`src/rtl/psk_diff_decode_if.sv`:
```
// AXIS-style stream bundle used on both sides of the differential decoder.
interface psk_diff_decode_if #(
  parameter int BYTES = 1
);
  logic [BYTES*8-1:0] tdata;
  logic               tvalid;
  logic               tready;
  logic               tlast;
  logic               tuser;

  modport master (output tdata, tvalid, tlast, tuser, input tready);
  modport slave  (input tdata, tvalid, tlast, tuser, output tready);
endinterface

```
`src/rtl/psk_diff_decode.sv`:
```
// Differential BPSK/QPSK phase decoder: output is the phase step between consecutive symbols of a packet.
// Optional PSK_DIFF_DECODE_GRAY_EN: QPSK phase indices are Gray-coded on input and output.
module psk_diff_decode #(
  parameter int BYTES = 1
) (
  input  logic            clk,
  input  logic            rst,
  psk_diff_decode_if.slave  sym,
  psk_diff_decode_if.master decoded
);
  localparam int W = BYTES * 8;

  typedef enum logic { S_HEAD, S_BODY } state_t;

  typedef struct packed {
    logic [1:0] d;
    logic       last;
    logic       user;
  } beat_t;

  state_t     state_q, state_d;
  logic       bpsk_q, bpsk_d;
  logic [1:0] ref_q, ref_d;
  beat_t      beat, out_q, skid_q;
  logic       out_vld, skid_vld;
  logic       accept, head, bpsk;
  logic [1:0] cur, cur_b, ref_use, diff, next_ref;
  logic       unused_tdata;

`ifdef PSK_DIFF_DECODE_GRAY_EN
  function automatic logic [1:0] g2b(input logic [1:0] g);
    return {g[1], g[1] ^ g[0]};
  endfunction
  function automatic logic [1:0] b2g(input logic [1:0] b);
    return {b[1], b[1] ^ b[0]};
  endfunction
`endif

  assign sym.tready   = !rst && !skid_vld;
  assign accept       = sym.tvalid && sym.tready;
  assign cur          = sym.tdata[1:0];
  assign unused_tdata = ^sym.tdata[W-1:2];

  always_comb begin
    state_d  = state_q;
    bpsk_d   = bpsk_q;
    ref_d    = ref_q;
    head     = (state_q == S_HEAD);
    // Packet heads always decode against phase 0 with the head's own mode.
    bpsk     = head ? sym.tuser : bpsk_q;
    ref_use  = head ? 2'b00 : ref_q;
`ifdef PSK_DIFF_DECODE_GRAY_EN
    cur_b    = g2b(cur);
`else
    cur_b    = cur;
`endif
    diff     = cur_b - ref_use;
    beat     = '0;
    next_ref = cur_b;
    if (bpsk) begin
      beat.d   = {cur[1] ^ ref_use[1], 1'b0};
      next_ref = {cur[1], 1'b0};
    end else begin
`ifdef PSK_DIFF_DECODE_GRAY_EN
      beat.d = b2g(diff);
`else
      beat.d = diff;
`endif
    end
    beat.last = sym.tlast;
    beat.user = bpsk;
    if (accept) begin
      bpsk_d  = bpsk;
      ref_d   = next_ref;
      state_d = sym.tlast ? S_HEAD : S_BODY;
    end
  end

  always_ff @(posedge clk) begin
    if (rst) begin
      state_q <= S_HEAD;
      bpsk_q  <= 1'b0;
      ref_q   <= 2'b00;
    end else begin
      state_q <= state_d;
      bpsk_q  <= bpsk_d;
      ref_q   <= ref_d;
    end
  end

  // Output register with one-entry skid; skid only fills when the output is stalled.
  always_ff @(posedge clk) begin
    if (rst) begin
      out_vld  <= 1'b0;
      skid_vld <= 1'b0;
      out_q    <= '0;
      skid_q   <= '0;
    end else if (!out_vld || decoded.tready) begin
      if (skid_vld) begin
        out_q    <= skid_q;
        out_vld  <= 1'b1;
        skid_vld <= 1'b0;
      end else if (accept) begin
        out_q   <= beat;
        out_vld <= 1'b1;
      end else begin
        out_vld <= 1'b0;
      end
    end else if (accept) begin
      skid_q   <= beat;
      skid_vld <= 1'b1;
    end
  end

  assign decoded.tvalid = out_vld;
  assign decoded.tdata  = {{(W-2){1'b0}}, out_q.d};
  assign decoded.tlast  = out_q.last;
  assign decoded.tuser  = out_q.user;
endmodule

```
`src/flat_wrapper.sv`:
```
// flat-port wrapper written by rule: the top's interface ports become plain ports
module psk_diff_decode_flat 
#(
  parameter int BYTES = 1
)
  (clk, rst, sym_tdata, sym_tvalid, sym_tlast, sym_tuser, sym_tready, decoded_tdata, decoded_tvalid, decoded_tlast, decoded_tuser, decoded_tready);
  psk_diff_decode_if #(.BYTES(BYTES)) sym_i ();
  psk_diff_decode_if #(.BYTES(BYTES)) decoded_i ();
  input  logic clk;
  input  logic rst;
  input wire logic [$bits(sym_i.tdata)-1:0] sym_tdata;
  input wire logic [$bits(sym_i.tvalid)-1:0] sym_tvalid;
  input wire logic [$bits(sym_i.tlast)-1:0] sym_tlast;
  input wire logic [$bits(sym_i.tuser)-1:0] sym_tuser;
  output wire logic [$bits(sym_i.tready)-1:0] sym_tready;
  output wire logic [$bits(decoded_i.tdata)-1:0] decoded_tdata;
  output wire logic [$bits(decoded_i.tvalid)-1:0] decoded_tvalid;
  output wire logic [$bits(decoded_i.tlast)-1:0] decoded_tlast;
  output wire logic [$bits(decoded_i.tuser)-1:0] decoded_tuser;
  input wire logic [$bits(decoded_i.tready)-1:0] decoded_tready;
  assign sym_i.tdata = sym_tdata;
  assign sym_i.tvalid = sym_tvalid;
  assign sym_i.tlast = sym_tlast;
  assign sym_i.tuser = sym_tuser;
  assign sym_tready = sym_i.tready;
  assign decoded_tdata = decoded_i.tdata;
  assign decoded_tvalid = decoded_i.tvalid;
  assign decoded_tlast = decoded_i.tlast;
  assign decoded_tuser = decoded_i.tuser;
  assign decoded_i.tready = decoded_tready;
  psk_diff_decode #(.BYTES(BYTES)) u_core (.clk(clk), .rst(rst), .sym(sym_i), .decoded(decoded_i));
endmodule
```
`config.mk`:
```
export PLATFORM = sky130hd
export DESIGN_NAME = psk_diff_decode_flat
export DESIGN_NICKNAME = d
export VERILOG_FILES = /design/src/rtl/psk_diff_decode_if.sv /design/src/rtl/psk_diff_decode.sv /design/src/flat_wrapper.sv
export SDC_FILE = /design/constraint.sdc
export NUM_CORES = 1
export LEC_CHECK = 0
export CAP_MARGIN = 20
export CORE_AREA = 2 2 39 41
export DETAILED_ROUTE_END_ITERATION = 10
export DIE_AREA = 0 0 41 43
export DONT_BUFFER_PORTS = 1
export HOLD_SLACK_MARGIN = 0.05
export PLACE_DENSITY = 0.7
export SLEW_MARGIN = 0
export SYNTH_ARGS = -nofsm -noshare
export SYNTH_HDL_FRONTEND = slang
export SYNTH_SLANG_ARGS = --single-unit
```
`constraint.sdc`:
```
create_clock -name clk -period 4.7 [get_ports clk]
set_input_delay 1.41 -clock clk [delete_from_list [all_inputs] [get_ports clk]]
set_output_delay 1.41 -clock clk [all_outputs]
set_load 0.05 [all_outputs]
```
==> flow_metrics.env <==
export IMPL_status="finished, final reports clean"
export IMPL_area_delta_synth_final_pct=4.02
export IMPL_core_area_um2=1380
export IMPL_grt_first_pass_wirelength_mm=1.99
export IMPL_ant_nets=0
export IMPL_cts_resized=0
export IMPL_required_ps=3290
export IMPL_post_drt_via_cell_ratio=5.30
export IMPL_dp_hpwl_mm=1.00
export IMPL_cp_end_kind="output pin"
export IMPL_period_minus_slack_ps=3100
export IMPL_grt_pass1_vias=491
export IMPL_cts_setup_buffers=0
export IMPL_htreeDepth=1
export IMPL_crit_type="primary input to output pin"
export IMPL_ys_seq_area_share_pct=39.2
export IMPL_die_area_um2=1760
export IMPL_cp_cell_sequence="nor2_1 > buf_4"
export IMPL_syn_cell_area_um2=716
export IMPL_place_gp_congestion=0.685
export IMPL_setup_viol=0
export IMPL_final_cell_mix="dfxtp_1 (14), nor2_1 (12), mux2i_1 (7)"
export IMPL_final_cell_count_no_fill=102
export IMPL_num_vias=541
export IMPL_die_h_um=43
export IMPL_startpoint_type="primary input"
export IMPL_grt_max_degree=15
export IMPL_cts_hold_buf=0
export IMPL_grt_total_usage_pct=17.0
export IMPL_num_rows=14
export IMPL_numCtsBuffers=3
export IMPL_reg2reg_slack_ps=3060
export IMPL_yosys_register_bits=14
export IMPL_wl_met3_um=62
export IMPL_clkLatencyLatePin_ps=290
export IMPL_cap_violations=0
export IMPL_cts_sink_count=14
export IMPL_crit_buf_inv=1
export IMPL_crit_fanout=14
export IMPL_io_pins=26
export IMPL_finalClockSkew_ps=1.66
export IMPL_final_common_cell="dfxtp_1"
export IMPL_pwr_density_cell_nw_per_um2=354
export IMPL_min_period_over_period_pct=65.9
export IMPL_floorplan_initialDensity_pct=51.7
export IMPL_rsz0062_at_grt="false"
export IMPL_numPortBuffers=0
export IMPL_clk_pin_slew_worst_paths_ps=90
export IMPL_wl_per_cell_um=12.7
export IMPL_slew_violations=0
export IMPL_dr_wl_met2_um=646
export IMPL_ctsLongestPathBuffers=2
export IMPL_wl_mm=1.29
export IMPL_crit_slowest_cell="buf_4"
export IMPL_n_antenna_cell=0
export IMPL_hold_viol_final=0
export IMPL_cts_tree="done"
export IMPL_drc_errors=0
export IMPL_peakVddDrop_uv=208
export IMPL_slew_limit_headroom_pct=63.9
export IMPL_leakagePower_nw=0.312
export IMPL_cp_top_family="buffers and inverters"
export IMPL_top_layer="met4"
export IMPL_clockRootBuffer="clkbuf_4"
export IMPL_first_pass_iters=4
export IMPL_first_iter_violations=7
export IMPL_max_freq_ghz=0.323
export IMPL_dp_cells=98
export IMPL_antenna_found_initial=0
export IMPL_max_stage_delay_ps=210
export IMPL_tightest_slew_ps=541
export IMPL_ys_types=29
export IMPL_drive_gt1_share_pct=8.14
export IMPL_fin_tns_setup_ps=0
export IMPL_wl_met1_um=563
export IMPL_crit_arrival_ps=1690
export IMPL_fin_nets=102
export IMPL_overflow=0
export IMPL_hold_class="flip-flop to flip-flop"
export IMPL_avgSynthCellArea_um2=8.52
export IMPL_fp_dieW_um=41
export IMPL_ys_warn_count=0
export IMPL_synthCells=84
## worst paths after layout
check / startpoint / endpoint / depth (start not counted)
worst max-delay path: rst / sym_tready / 2
worst max register to register: u_core.state_q$_SDFFE_PP0P_ / u_core.decoded.tdata[1]$_SDFFE_PP0P_ / 6
worst min-delay path: u_core.ref_q[0]$_SDFFE_PP0P_ / u_core.ref_q[0]$_SDFFE_PP0P_ / 2
worst min register to register: u_core.ref_q[0]$_SDFFE_PP0P_ / u_core.ref_q[0]$_SDFFE_PP0P_ / 2
## layout make-up
cell class | instances | area [µm²]
multi-input cells | 64 | 389
fillers | 135 | 639
flip-flops and latches | 14 | 280
repair buffers | 1 | 7.51
clock buffers | 4 | 36.3
well taps | 16 | 20.0
inverters | 3 | 11.3
## cell usage after synthesis
cell       instances  area share (%)
mux2_2             1             1.6
a211oi_1           2             2.1
nor2b_1            4             3.5
nand4bb_1          1             1.6
inv_1              3             1.6
nor2_1            12             6.3
xnor2_1            1             1.2
conb_1             1            0.52
mux2i_1            7             9.8
clkbuf_1           1            0.52
ha_1               1             1.7
o21bai_1           1             1.0
o211ai_2           1             1.7
o21ai_0            2             1.4
nand2_1            5             2.6
nand3_1            3             2.1
o21a_1             1             1.0
and2_1             1            0.87
o311ai_0           1             1.2
nand4_1            1            0.87
nand2b_1           2             1.7
buf_4              6             6.3
or3b_1             1             1.2
buf_2              1            0.70
nand4b_1           1             1.2
dfxtp_1           14              39
a21oi_1            6             4.2
o21ai_1            1            0.70
nor3_1             2             1.4
## power breakdown
part | leakage (nW) | switching, mW | internal [mW]
combinational | 0.176 | 0.0233 | 0.0109
sequential | 0.115 | 0.0162 | 0.125
clock | 0.0210 | 0.0418 | 0.0472
total | 0.312 | 0.0812 | 0.183
## routing by layer
metal / vias up / track usage, %
met5: - / 0
met1: 248 / 20.4
met4: 0 / 10.0
met3: 2 / 3.66
met2: 10 / 26.3
li1: 281 / -
## per-stage QoR
stage / area (µm²) / hold slack [ps] / setup WS, ps / utilization (%) / power, mW
2_1_floorplan: 734 / 427 / 1210 / - / 0.178
3_3_place_gp: 708 / 430 / 1600 / 51.2 / 0.177
3_5_place_dp: 708 / 440 / 1600 / 51.2 / 0.178
4_1_cts: 744 / 453 / 1600 / 53.8 / 0.266
5_1_grt: 744 / 482 / 1580 / 53.8 / 0.273
6_report: 744 / 449 / 1600 / 53.8 / 0.264
## cells by family (layout without fill, tap and decap cells)
family / after synthesis / in the layout / synth area share [%]
and+or+nand+nor: 33 / 33 / 23.4
adders and majority gates: 1 / 1 / 1.75
AOI/OAI and AO/OA: 15 / 15 / 13.5
DFF: 14 / 14 / 39.2
muxes: 8 / 8 / 11.4
xor gates and xnor gates: 1 / 1 / 1.22
buffers and inverters: 11 / 8 / 9.09
other: 1 / 6 / 0.524
## sequential cells by signal, indices dropped and copies added (netlist names)
register / flops
u_core.decoded.tdata: 2
u_core.decoded.tvalid: 1
u_core.ref_q: 2
u_core.bpsk_q: 1
u_core.decoded.tlast: 1
u_core.skid_q: 4
u_core.state_q: 1
u_core.decoded.tuser: 1
u_core.skid_vld: 1
No activity file was read; power rests on OpenSTA's default activity.
==> patch (same flow settings) <==
Build with the macro `PSK_DIFF_DECODE_GRAY_EN` defined.
--- a/src/rtl/psk_diff_decode.sv
+++ b/src/rtl/psk_diff_decode.sv
@@ -1,5 +1,7 @@
 // Differential BPSK/QPSK phase decoder: output is the phase step between consecutive symbols of a packet.
 // Optional PSK_DIFF_DECODE_GRAY_EN: QPSK phase indices are Gray-coded on input and output.
+`define PSK_DIFF_DECODE_GRAY_EN
+
 module psk_diff_decode #(
   parameter int BYTES = 1
 ) (
Check against the original RTL: not equivalent (Yosys sat finds a counterexample within 4 cycles, from zero or initial values and one cycle with rst high).
==> patch against the original RTL <==
  * Sequential cell count is the same
  * Largest power group unchanged
  * Power rose by 0.50%
  * Critical path type unchanged
  * Area after synthesis up 8.6%
  * Non-clock buffer count decreased by 1
  * Setup slack improved by 0.0077 ns
  * Final cell count decreased by 2.0%
  * Clock power fell by 6.2%
  * Combinational power is 16% higher
  * Cell area is 5.2% higher
  * Wire length down 6.6%
  * Core utilization increased by 2.8 points
==> patch: results (changes against the original RTL) <==
Parameter                              Value

Worst setup path
  Arrival time at the worst endpoint    1.68 ns
  Delay of the slowest cell on the worst path    0.27 ns (was 0.21 ns)
  Crit path max-delay family    simple AND/OR/NAND/NOR gates (was buffers and inverters)
  Cell type of the slowest stage on the worst timing path    nor2_4 (was buf_4)
  Maximum fanout encountered on the critical timing path    14 (unchanged)

CTS
  Clk_lat worst skew    0.27 ns (was 0.29 ns)
  # Post-CTS Setup Buffers    0 (unchanged)
  Cell at the root of the clock tree    clkbuf_4 (unchanged)
  Number of resized instances in the post-cts repair step    0 (unchanged)
  H-tree Lvls    1 (unchanged)
  Clock Path Buffers    2 (unchanged)
  Number of buffers created by CTS    3 (unchanged)
  Clock-pin transition on the worst setup and hold timing paths    0.08 ns

Placement
  Placed Area    747 sq um (was 708 sq um)
  Post-detail-place hpwl    938 microns (was 1.00 mm)
  Global placer's final weighted congestion    0.703 (was 0.685)
  Buffers added on ports    0 (unchanged)

Worst hold path
  Worst min path class    reg2reg (unchanged)

Cells and area
  Max reg flops    4 (unchanged)
  Share of layout cells above drive strength 1    0.107 (was 0.0814)
  Number of diodes    0 (unchanged)
  Number of nets in the finished design    100 (was 102)
  Top register by number of flip-flops    u_core.skid_q (unchanged)

Drt
  Wire length per cell    12.1 microns (was 12.7 microns)
  Remaining number of nets flagged by the antenna check after routing    0 (unchanged)
  Drt pass-1 iters    4 (unchanged)
  Number of DRC markers after the initial detailed-route iteration    5 (was 7)
  Avg Vias per Cell    5.46 (was 5.30)

Global routing
  Overall routing resource usage    0.158 (was 0.170)
  Wire length of the first global-routing pass    1.87 mm (was 1.99 mm)
  Via count of the first global-routing pass    473 (was 491)
  Initial antenna violation count    0 (unchanged)
  Pin count of the biggest net entering global routing    15 (unchanged)

Synth
  Top cells by area in the synthesized netlist    dfxtp_1 (36%), mux2i_1 (7.7%), buf_4 (5.8%) (was dfxtp_1 (39%), mux2i_1 (9.8%), buf_4 (6.3%))
  Yosys warning count    0 (unchanged)
  Synth cell count leaders    dfxtp_1 (14), nor2_1 (9), buf_4 (6), mux2i_1 (6), o21ai_0 (4) (was dfxtp_1 (14), nor2_1 (12), mux2i_1 (7))
  Sequential share of the synthesized area    0.361 (was 0.392)
  Count of cell types in the netlist    35 (was 29)
  Share of synthesized registers carrying an async set or reset    0 (unchanged)

Status
  Status    finished, final reports clean (unchanged)

Timing
  Worst clock skew    0.00285 ns (was 0.00166 ns)
  Headroom to the max-slew limit    0.631 (was 0.639)

Power and ir drop
  Peak ir drop on the vdd network    0.000238 V (was 0.000208 V)
  Leak Pwr    0.309 nW (was 0.312 nW)
==> patch: changes by cell type in the layout (fill, tap and decap cells not counted), sizes merged, moves of 2 or more <==
cell    unedited run  this run
a21oi              6         3
a211oi             2         4
a31oi              0         2
nand2              5         3
nand3b             0         2
nor2              12        10
xor2               0         2
==> patch: routing by layer <==
layer / up-vias / wire [microns] / track usage
li1: 279 / - / -
met1: 252 / 579 / 0.201
met2: 11 / 566 / 0.238
met3: 4 / 45 / 0.0366
met4: 0 / 15 / 0.0800
met5: - / 0 / 0
==> patch: layout make-up <==
cell class,instances,area (sq um)
fill,137,601
multi-input combinational,64,439
sequential,14,280
clock buffer,4,36.3
tap,16,20.0
inverter,2,7.51
==> patch: final timing paths <==
kind         slack [ns]                   from  depth (start not counted)                to
max reg2reg        3.01  u_core.decoded.tvalid                          4  u_core.skid_q[0]
max                1.61                    rst                          1        sym_tready
min                0.47        u_core.ref_q[0]                          2   u_core.ref_q[0]
min reg2reg        0.47        u_core.ref_q[0]                          2   u_core.ref_q[0]
==> patch: through the flow <==
step	util	std cells	power, mW	setup WS, ns
floorplan	-	90	0.186	1.62
global placement	0.540	96	0.184	1.61
detailed placement	0.540	96	0.185	1.61
CTS	0.566	100	0.269	1.61
global route	0.566	100	0.277	1.60
finish	0.566	100	0.265	1.61
==> patch: power by group <==
part	leakage (nW)	switching, mW	internal, mW
sequential	0.115	0.0167	0.125
clock	0.0210	0.0365	0.0470
combinational	0.173	0.0250	0.0148
==> patch: cells by family (layout without fill, tap and decap cells) <==
group,count (synthesis),count (layout),synth area share
adder cells (fa/ha/maj),1,1,0.0161
other,1,6,0.00483
AND/OR/NAND/NOR,32,32,0.245
buffers and inverters,12,6,0.0982
flip-flops,14,14,0.361
XOR/XNOR,4,4,0.0628
AO/OA/AOI/OAI,15,15,0.135
multiplexers,6,6,0.0773
